==> src/rtl/uart_rx_deser.sv <==
// UART receive front end: synchronizes rx_i, oversamples on a programmable baud
// tick, majority-votes each bit and holds the received byte for the core.
module uart_rx_deser #(
  parameter int DATA_W = 8,
  parameter int OVS    = 16
) (
  input  logic              pclk_i,
  input  logic              prst_i,
  input  logic              rx_i,
  input  logic              rx_en_i,
  input  logic [15:0]       baud_div_i,
  input  logic              parity_en_i,
  input  logic              parity_odd_i,
  input  logic              stop2_i,
  input  logic              rx_ready_i,
  output logic [DATA_W-1:0] rx_data_o,
  output logic              rx_valid_o,
  output logic              rx_parity_err_o,
  output logic              rx_frame_err_o,
  output logic              break_o,
  output logic              overrun_o,
  output logic              busy_o
);

  localparam int OVS_W = $clog2(OVS);
  localparam logic [OVS_W-1:0] OVS_LAST = OVS_W'(OVS - 1);
  localparam logic [OVS_W-1:0] OVS_VOTE = OVS_W'(OVS / 2 + 1);
  localparam logic [3:0]       BIT_LAST = 4'(DATA_W - 1);

  typedef enum logic [2:0] {IDLE, START, DATA, PARITY, STOP} state_t;

  state_t              state_reg, state_next;
  logic                rx_meta_reg, rx_s_reg;
  logic [15:0]         tick_cnt_reg;
  logic [OVS_W-1:0]    ovs_cnt_reg;
  logic [DATA_W-1:0]   shift_reg, shift_next;
  logic [3:0]          bit_cnt_reg, bit_cnt_next;
  logic                stop_cnt_reg, stop_cnt_next;
  logic                perr_reg, perr_next;
  logic                ferr_reg, ferr_next;
  logic                par_en_reg, par_odd_reg, stop2_reg;
  logic [DATA_W-1:0]   data_reg;
  logic                valid_reg, perr_out_reg, ferr_out_reg;
  logic                break_reg, overrun_reg;
  logic                tick, vote_tick, bit_end, vote;
  logic                start_det, frame_done;

  always_ff @(posedge pclk_i) begin
    if (prst_i) begin
      rx_meta_reg <= 1'b1;
      rx_s_reg    <= 1'b1;
    end else begin
      rx_meta_reg <= rx_i;
      rx_s_reg    <= rx_meta_reg;
    end
  end

  // >= guards against baud_div_i shrinking below the running count
  assign tick = (baud_div_i != 16'd0) && (tick_cnt_reg >= baud_div_i - 16'd1);
  assign vote_tick = tick && (ovs_cnt_reg == OVS_VOTE);
  assign bit_end   = tick && (ovs_cnt_reg == OVS_LAST);

  always_ff @(posedge pclk_i) begin
    if (prst_i) begin
      tick_cnt_reg <= 16'd0;
      ovs_cnt_reg  <= '0;
    end else if (start_det) begin
      tick_cnt_reg <= 16'd0;
      ovs_cnt_reg  <= '0;
    end else begin
      if (tick || baud_div_i == 16'd0) tick_cnt_reg <= 16'd0;
      else                             tick_cnt_reg <= tick_cnt_reg + 16'd1;
      if (tick) ovs_cnt_reg <= (ovs_cnt_reg == OVS_LAST) ? '0 : ovs_cnt_reg + 1'b1;
    end
  end

  // The two early samples around mid-bit; the third is rx_s at the vote tick.
  genvar gi;
  generate
    for (gi = 0; gi < 2; gi++) begin : g_samp
      logic samp_reg;
      always_ff @(posedge pclk_i) begin
        if (prst_i)
          samp_reg <= 1'b1;
        else if (tick && ovs_cnt_reg == OVS_W'(OVS / 2 - 1 + gi))
          samp_reg <= rx_s_reg;
      end
    end
  endgenerate

  assign vote = (g_samp[0].samp_reg & g_samp[1].samp_reg) |
                (g_samp[0].samp_reg & rx_s_reg) |
                (g_samp[1].samp_reg & rx_s_reg);

  always_ff @(posedge pclk_i) begin
    if (prst_i) begin
      state_reg    <= IDLE;
      shift_reg    <= '0;
      bit_cnt_reg  <= 4'd0;
      stop_cnt_reg <= 1'b0;
      perr_reg     <= 1'b0;
      ferr_reg     <= 1'b0;
      par_en_reg   <= 1'b0;
      par_odd_reg  <= 1'b0;
      stop2_reg    <= 1'b0;
    end else begin
      state_reg    <= state_next;
      shift_reg    <= shift_next;
      bit_cnt_reg  <= bit_cnt_next;
      stop_cnt_reg <= stop_cnt_next;
      perr_reg     <= perr_next;
      ferr_reg     <= ferr_next;
      if (start_det) begin
        par_en_reg  <= parity_en_i;
        par_odd_reg <= parity_odd_i;
        stop2_reg   <= stop2_i;
      end
    end
  end

  always_comb begin
    state_next    = state_reg;
    shift_next    = shift_reg;
    bit_cnt_next  = bit_cnt_reg;
    stop_cnt_next = stop_cnt_reg;
    perr_next     = perr_reg;
    ferr_next     = ferr_reg;
    start_det     = 1'b0;
    frame_done    = 1'b0;
    case (state_reg)
      IDLE: begin
        if (rx_en_i && !rx_s_reg && baud_div_i != 16'd0) begin
          start_det     = 1'b1;
          state_next    = START;
          bit_cnt_next  = 4'd0;
          stop_cnt_next = 1'b0;
          perr_next     = 1'b0;
          ferr_next     = 1'b0;
        end
      end
      START: begin
        if (vote_tick && vote) state_next = IDLE;
        else if (bit_end)      state_next = DATA;
      end
      DATA: begin
        if (vote_tick) shift_next = {vote, shift_reg[DATA_W-1:1]};
        if (bit_end) begin
          bit_cnt_next = bit_cnt_reg + 4'd1;
          if (bit_cnt_reg == BIT_LAST) state_next = par_en_reg ? PARITY : STOP;
        end
      end
      PARITY: begin
        if (vote_tick) perr_next = ((^shift_reg) ^ vote) != par_odd_reg;
        if (bit_end)   state_next = STOP;
      end
      STOP: begin
        if (vote_tick) begin
          ferr_next = ferr_reg | ~vote;
          // Leave on the deciding vote so the next start edge is caught early
          if (!stop2_reg || stop_cnt_reg) begin
            frame_done = 1'b1;
            state_next = IDLE;
          end
        end else if (bit_end) begin
          stop_cnt_next = 1'b1;
        end
      end
      default: state_next = IDLE;
    endcase
    if (!rx_en_i) begin
      state_next = IDLE;
      frame_done = 1'b0;
      start_det  = 1'b0;
    end
  end

  always_ff @(posedge pclk_i) begin
    if (prst_i) begin
      data_reg     <= '0;
      valid_reg    <= 1'b0;
      perr_out_reg <= 1'b0;
      ferr_out_reg <= 1'b0;
      break_reg    <= 1'b0;
      overrun_reg  <= 1'b0;
    end else begin
      break_reg   <= 1'b0;
      overrun_reg <= 1'b0;
      if (frame_done) begin
        break_reg <= (shift_reg == '0) && ferr_next;
        if (!valid_reg || rx_ready_i) begin
          data_reg     <= shift_reg;
          perr_out_reg <= perr_reg;
          ferr_out_reg <= ferr_next;
          valid_reg    <= 1'b1;
        end else begin
          overrun_reg <= 1'b1;
        end
      end else if (valid_reg && rx_ready_i) begin
        valid_reg <= 1'b0;
      end
    end
  end

  assign rx_data_o       = data_reg;
  assign rx_valid_o      = valid_reg;
  assign rx_parity_err_o = perr_out_reg;
  assign rx_frame_err_o  = ferr_out_reg;
  assign break_o         = break_reg;
  assign overrun_o       = overrun_reg;
  assign busy_o          = (state_reg != IDLE);

endmodule

==> config.mk <==
export PLATFORM = sky130hd
export DESIGN_NAME = uart_rx_deser
export DESIGN_NICKNAME = d
export VERILOG_FILES = /design/src/rtl/uart_rx_deser.sv
export SDC_FILE = /design/constraint.sdc
export NUM_CORES = 1
export LEC_CHECK = 0
export ABC_CLOCK_PERIOD_IN_PS = 8400
export CAP_MARGIN = 10
export CELL_PAD_IN_SITES_DETAIL_PLACEMENT = 1
export CELL_PAD_IN_SITES_GLOBAL_PLACEMENT = 1
export CORE_MARGIN = 2
export CORE_UTILIZATION = 46
export DETAILED_ROUTE_END_ITERATION = 8
export GPL_TIMING_DRIVEN = 0
export PLACE_DENSITY_LB_ADDON = 0.1
export SLEW_MARGIN = 20
export SYNTH_ARGS = -nofsm -noshare
export SYNTH_HDL_FRONTEND = slang
export SYNTH_SLANG_ARGS = --single-unit
export TNS_END_PERCENT = 50
==> constraint.sdc <==
create_clock -name pclk_i -period 8.4 [get_ports pclk_i]
set_input_delay 0.84 -clock pclk_i [delete_from_list [all_inputs] [get_ports pclk_i]]
set_output_delay 0.84 -clock pclk_i [all_outputs]
set_load 0.02 [all_outputs]
* After elaboration in Yosys (flattened, before gate mapping)
Index checks and enable logic that the tools add are counted.
** Operators by class
- $add $sub $neg :: 4
- Multiply operators :: 0
- Div/mod/pow operators :: 0
- Magnitude comparators :: 1
- Eq/ne operators :: 21
- Shift operators :: 0
- Muxes and demuxes :: 34
- Bitwise operators :: 10
- Reduce and logical (&&, ||, !) cells :: 37
** Operators with widths (number)
- 2-to-1 mux 3 bit :: 9
- != test 2 bit (second input constant) :: 9
- 2-to-1 mux 1 bit :: 17
- adder 16 x 1 -> 16 bit (second input constant) :: 1
- >= comparator 16 bit :: 1
- logical NOT 16 bit :: 1
- nonzero test 16 bit :: 1
- subtractor 16 x 1 -> 16 bit (second input constant) :: 1
- case mux 3 bit (5 select lines) :: 1
- == test 4 bit (second input constant) :: 3
- 2-to-1 mux 4 bit :: 3
- logical AND 1 bit :: 10
- adder 4 x 1 -> 4 bit (second input constant) :: 2
- == test 4 x 3 -> 1 bit (second input constant) :: 2
- logical NOT 8 bit :: 1
- case mux 4 bit (2 select lines) :: 1
- nonzero test 2 bit :: 4
- XOR reduction 8 bit :: 1
- AND reduction 7 bit :: 1
- == test 3 x 2 -> 1 bit (second input constant) :: 2
- case mux 1 bit (2 select lines) :: 3
- AND reduction 2 bit :: 3
- AND reduction 3 bit :: 2
- OR reduction 2 bit :: 3
- 15 further kinds :: 25
** Word-level totals
- Bits in registers :: 58
- Bits in latches :: 0
- Bits in writable memories :: 0
- Bits in read-only memories :: 0
- Input bits :: 24
- Output and inout bits :: 14
- Word-level logic and storage cells :: 128
- Memories kept :: 0

* Longest topological paths before layout
- Depth in word-level cells :: 9
- Mapped depth :: 16

* Worst setup path before layout
No wires, ideal clock.
- Kind :: in2reg
- Start point :: in baud_div_i[2]
- End point :: reg g_samp[0].samp_reg
- Setup time :: 0.122 ns
- Data arrival time :: 3.810 ns
- Required time :: 8.278 ns
- Path slack :: 4.468 ns
- Stages on the path :: 13
- Buffers on the path :: 1
- Cells stage by stage :: or4_4 nor4_1 nand2b_1 nor4_1 xnor2_1 ha_1 nand4_1 a21oi_1 a211oi_1 buf_2 nor2_1 a21boi_0 a311o_1
** On the way
- Cells in the longest elaborated chain, start to end :: 4
- Elaborated cells on any way between the ends :: 5
- Those cells by class :: add/sub: 1; order compare: 1; reduce/logical: 3
** RTL lines
- start, declared :: RTL line 11 : input logic [15:0] baud_div_i,
- subtractor 16 x 1 -> 16 bit :: RTL line 59 : assign tick = (baud_div_i != 16'd0) && (tick_cnt_reg >= baud_div_i - 16'd1);
- >= comparator 16 bit :: RTL line 59
- logical AND 1 bit (*) :: RTL line 59
- logical AND 1 bit (*) :: RTL line 85 : else if (tick && ovs_cnt_reg == OVS_W'(OVS / 2 - 1 + gi))
- end signal, assigned :: RTL line 86 : samp_reg <= rx_s_reg;
- end, declared :: RTL line 81 : logic samp_reg;
Every way passes the cells marked *; elsewhere a longest branch is shown, timed or not.
A chain may end at the register's enable or synchronous reset.

* Worst setup path after layout
Same ends and word-level chain as after synthesis.

==> flow_summary_export.csv <==
group,metric,value,unit
pwr,p_clk_frac,0.479,
timing,finalMaxSlewViolations,0,
global_routing,antenna_found_initial,0,
logic_synthesis,synth_top_area_share,0.352,
cts,cts_max_level,3,
timing,max_slew_margin,0.507,
logic_synthesis,synth_edf_count,0,
cells_and_area,antenna_cells,0,
place,io_buffers,37,
pwr,p_switching,153,uW
cts,cts.clk_slew.worst_paths,80,ps
timing,rsz0062_at_grt,"no",
logic_synthesis,ys_warn_count,0,
logic_synthesis,ys_seq_area_frac,0.352,
logic_synthesis,synth_cell_types,52,
timing,post-route-period-util,0.590,
drt,vias,2794,
critical_path,critPathCaptureType,"flip-flop",
critical_path,cpPeakStageDelay,590,ps
place,place_hpwl,6030,um
global_routing,use_met1,0.274,
logic_synthesis,synth.most_common_cell,"dfxtp_1",
logic_synthesis,synthTopCellsByCount,"dfxtp_1 (58), nor2_1 (57), ha_1 (26)",
drt,drc,0,
critical_path,cp.required,8630,ps
floorplanning,core,6870,um2
cts,clkLatencyLatePin,340,ps
pwr,max-vdd-ir-drop,0.153,mV
timing,skew,5.83,ps
hold_path,hold_class,"flip-flop to flip-flop",
timing,max_freq,0.202,GHz
critical_path,crit_type,"primary input to flip-flop",
global_routing,grt_max_degree,13,
cts,cts_resized,0,
critical_path,cpMaxStageDelayCell,"or4_4",
cts,clkSinkCount,58,
critical_path,startpoint,"baud_div_i[2]",
critical_path,r2r_cells,11,
cts,post_cts_buffers,0,
cells_and_area,syn_to_final_growth,21.8,%
global_routing,grtUsageMet3,0.0345,
critical_path,worst-path-max-fanout,10,
place,dpl_worst_slack,3190,ps
critical_path,crit_path_frequent_cell,"nor2_1",
floorplanning,die_w,88.6,um
logic_synthesis,syn_inst,379,
pwr,seqPwrFrac,0.448,
floorplanning,rows,30,
drt,drtAntennaViolNets,0,
critical_path,r2r_start,"tick_cnt_reg[0]",
logic_synthesis,synth-async-reset-ratio,0,
timing,hold_violations,0,
floorplanning,io_pins,38,
logic_synthesis,synth-seq-cells,58,
logic_synthesis,yosys.area.top_type,"dfxtp_1",
status,status,"finished, final reports clean",
critical_path,startpoint_type,"primary input",
global_routing,grt_overflow_total,0,
cts,cts_tree,"done",
logic_synthesis,synth_area_per_cell,8.69,um2
logic_synthesis,ys_top_cells_by_area,"dfxtp_1 (35%), ha_1 (9.9%), nor2_1 (6.5%)",
logic_synthesis,synth_flop_cell,"dfxtp_1",
logic_synthesis,syn_nets,429,
logic_synthesis,netlist_area,3290,um2
global_routing,grt_use_met2,0.406,
critical_path,path_cells,"clkdlybuf4s50_1 -> or4_4 -> nor4_1 -> nand2b_1 -> nor3_1 -> xnor2_1 -> ha_1 -> nand4_1 -> nor2_1 -> a211oi_1 -> buf_2 -> nor2_1 -> a21boi_0 -> a311o_1",
cells_and_area,largest_reg_flops,16,
floorplanning,initial_core_util,0.480,
pwr,leakage,1.52,nW
cells_and_area,finish.net_count,477,
hold_path,hp-start,"rx_meta_reg",
drt,wl,8140,um
cts,cts_max_path_buffers,2,
timing,fin_crit,4960,ps
timing,setup_ws,3440,ps
pwr,p_per_area,155,nW/um2
global_routing,grt_pass1_wl,13700,um
drt,drtIter0Drc,89,
global_routing,grt_pass1_vias,2878,
timing,setup_viol,0,
critical_path,cp_num_buf_inv,2,
flow_run,max_cap_viol_count,0,
drt,viasPerCell,5.29,
critical_path,crit_family,"simple AND/OR/NAND/NOR gates",
critical_path,cp.depth,14,
place,gp_congestion,0.800,
cts,cts_buffers,9,
cts,ctsHoldBuffers,0,
pwr,p_int,469,uW
timing,worst_slew_pin_slew,737,ps
floorplanning,dieArea,7850,um2
cells_and_area,drive_above_1_share,0.0833,
hold_path,min_path_cells,1,
timing,setup_tns,0,ps
drt,wl_per_cell,15.4,um
global_routing,grt.busiest_layer,"met2",
pwr,switching_share,0.246,
critical_path,crit_arrival,5180,ps
drt,dr.pass1.iters,4,
floorplanning,die_height,88.6,um
pwr,comb_power_share,0.073,
global_routing,track_usage,0.229,
cts,clock-root-buffer,"clkbuf_8",
==> stage by stage <==
step | hold WS (ps) | util | instances | cell area [um2] | total power, mW
floorplan | 389 | - | 379 | 3290 | 0.308
global placement | 396 | 0.551 | 512 | 3780 | 0.329
detailed placement | 399 | 0.551 | 512 | 3780 | 0.331
CTS | 425 | 0.584 | 528 | 4010 | 0.631
global route | 431 | 0.584 | 528 | 4010 | 0.647
finish | 422 | 0.584 | 528 | 4010 | 0.622
==> logic make-up (layout without fill, tap and decap cells) <==
group,Yosys count,count (layout),synth area share
flops,58,58,0.352
fa+ha+maj,27,27,0.102
xor+xnor,38,38,0.101
simple gates,162,162,0.257
compound gates,41,41,0.0756
mux,22,22,0.0672
buf+inv,31,84,0.0444
==> final cells by class <==
class / count / area (um2)
Clock inverter: 7 / 103
Multi-Input combinational cell: 290 / 1990
Buffer: 14 / 82.6
Timing Repair Buffer: 37 / 370
Tap cell: 96 / 120
Clock buffer: 9 / 124
Inverter: 17 / 63.8
Sequential cell: 58 / 1160
Fill cell: 822 / 2860
==> cell usage in the layout (no fill, tap or decap), types with 4 or more instances in the layout <==
| master | instances |
|---|---|
| o21ai_0 | 9 |
| nand2b_1 | 4 |
| or2_2 | 4 |
| mux2i_1 | 21 |
| ha_1 | 26 |
| nand2_1 | 23 |
| nand3b_1 | 4 |
| dfxtp_1 | 58 |
| nor3_1 | 7 |
| clkdlybuf4s50_1 | 37 |
| nand4_1 | 7 |
| and3_1 | 6 |
| nor3b_1 | 7 |
| xnor2_1 | 22 |
| a21oi_1 | 18 |
| inv_1 | 17 |
| or3_1 | 4 |
| clkbuf_8 | 9 |
| nand3_1 | 18 |
| xor2_1 | 16 |
| nor2_1 | 57 |
| clkbuf_1 | 7 |
==> power by group through the flow <==
| stage | registers, mW | logic, mW | clock network [mW] |
|---|---|---|---|
| 2_1_floorplan | 0.285 | 0.0237 | 0 |
| 3_3_place_gp | 0.285 | 0.0439 | 0 |
| 3_5_place_dp | 0.286 | 0.0454 | 0 |
| 4_1_cts | 0.279 | 0.0463 | 0.305 |
| 5_1_grt | 0.279 | 0.0509 | 0.317 |
| 6_report | 0.279 | 0.0454 | 0.298 |
==> per-layer routing <==
metal | share of wire | vias to the layer above
met5 | 0 | -
met4 | 0.020 | 0
met3 | 0.021 | 15
met2 | 0.51 | 35
met1 | 0.45 | 1345
li1 | - | 1399
==> final timing paths <==
path                                            to  slack, ps
worst max-delay path            g_samp[0].samp_reg       3440
worst min-delay path                      rx_s_reg        420
worst min register to register            rx_s_reg        420
worst max register to register        rx_data_o[5]       5160
==> worst register-to-register path, cell delays in order, from the launching register on <==
cell and delay [ps]:
dfxtp_1 400, inv_1 70, ha_1 260, nand2b_1 130, a2111oi_0 530, o311ai_0 270, a211oi_1 480, buf_2 350
nor3_1 100, buf_2 240, mux2i_1 230, nor2_1 70
No activity file was read; power rests on OpenSTA's default activity.
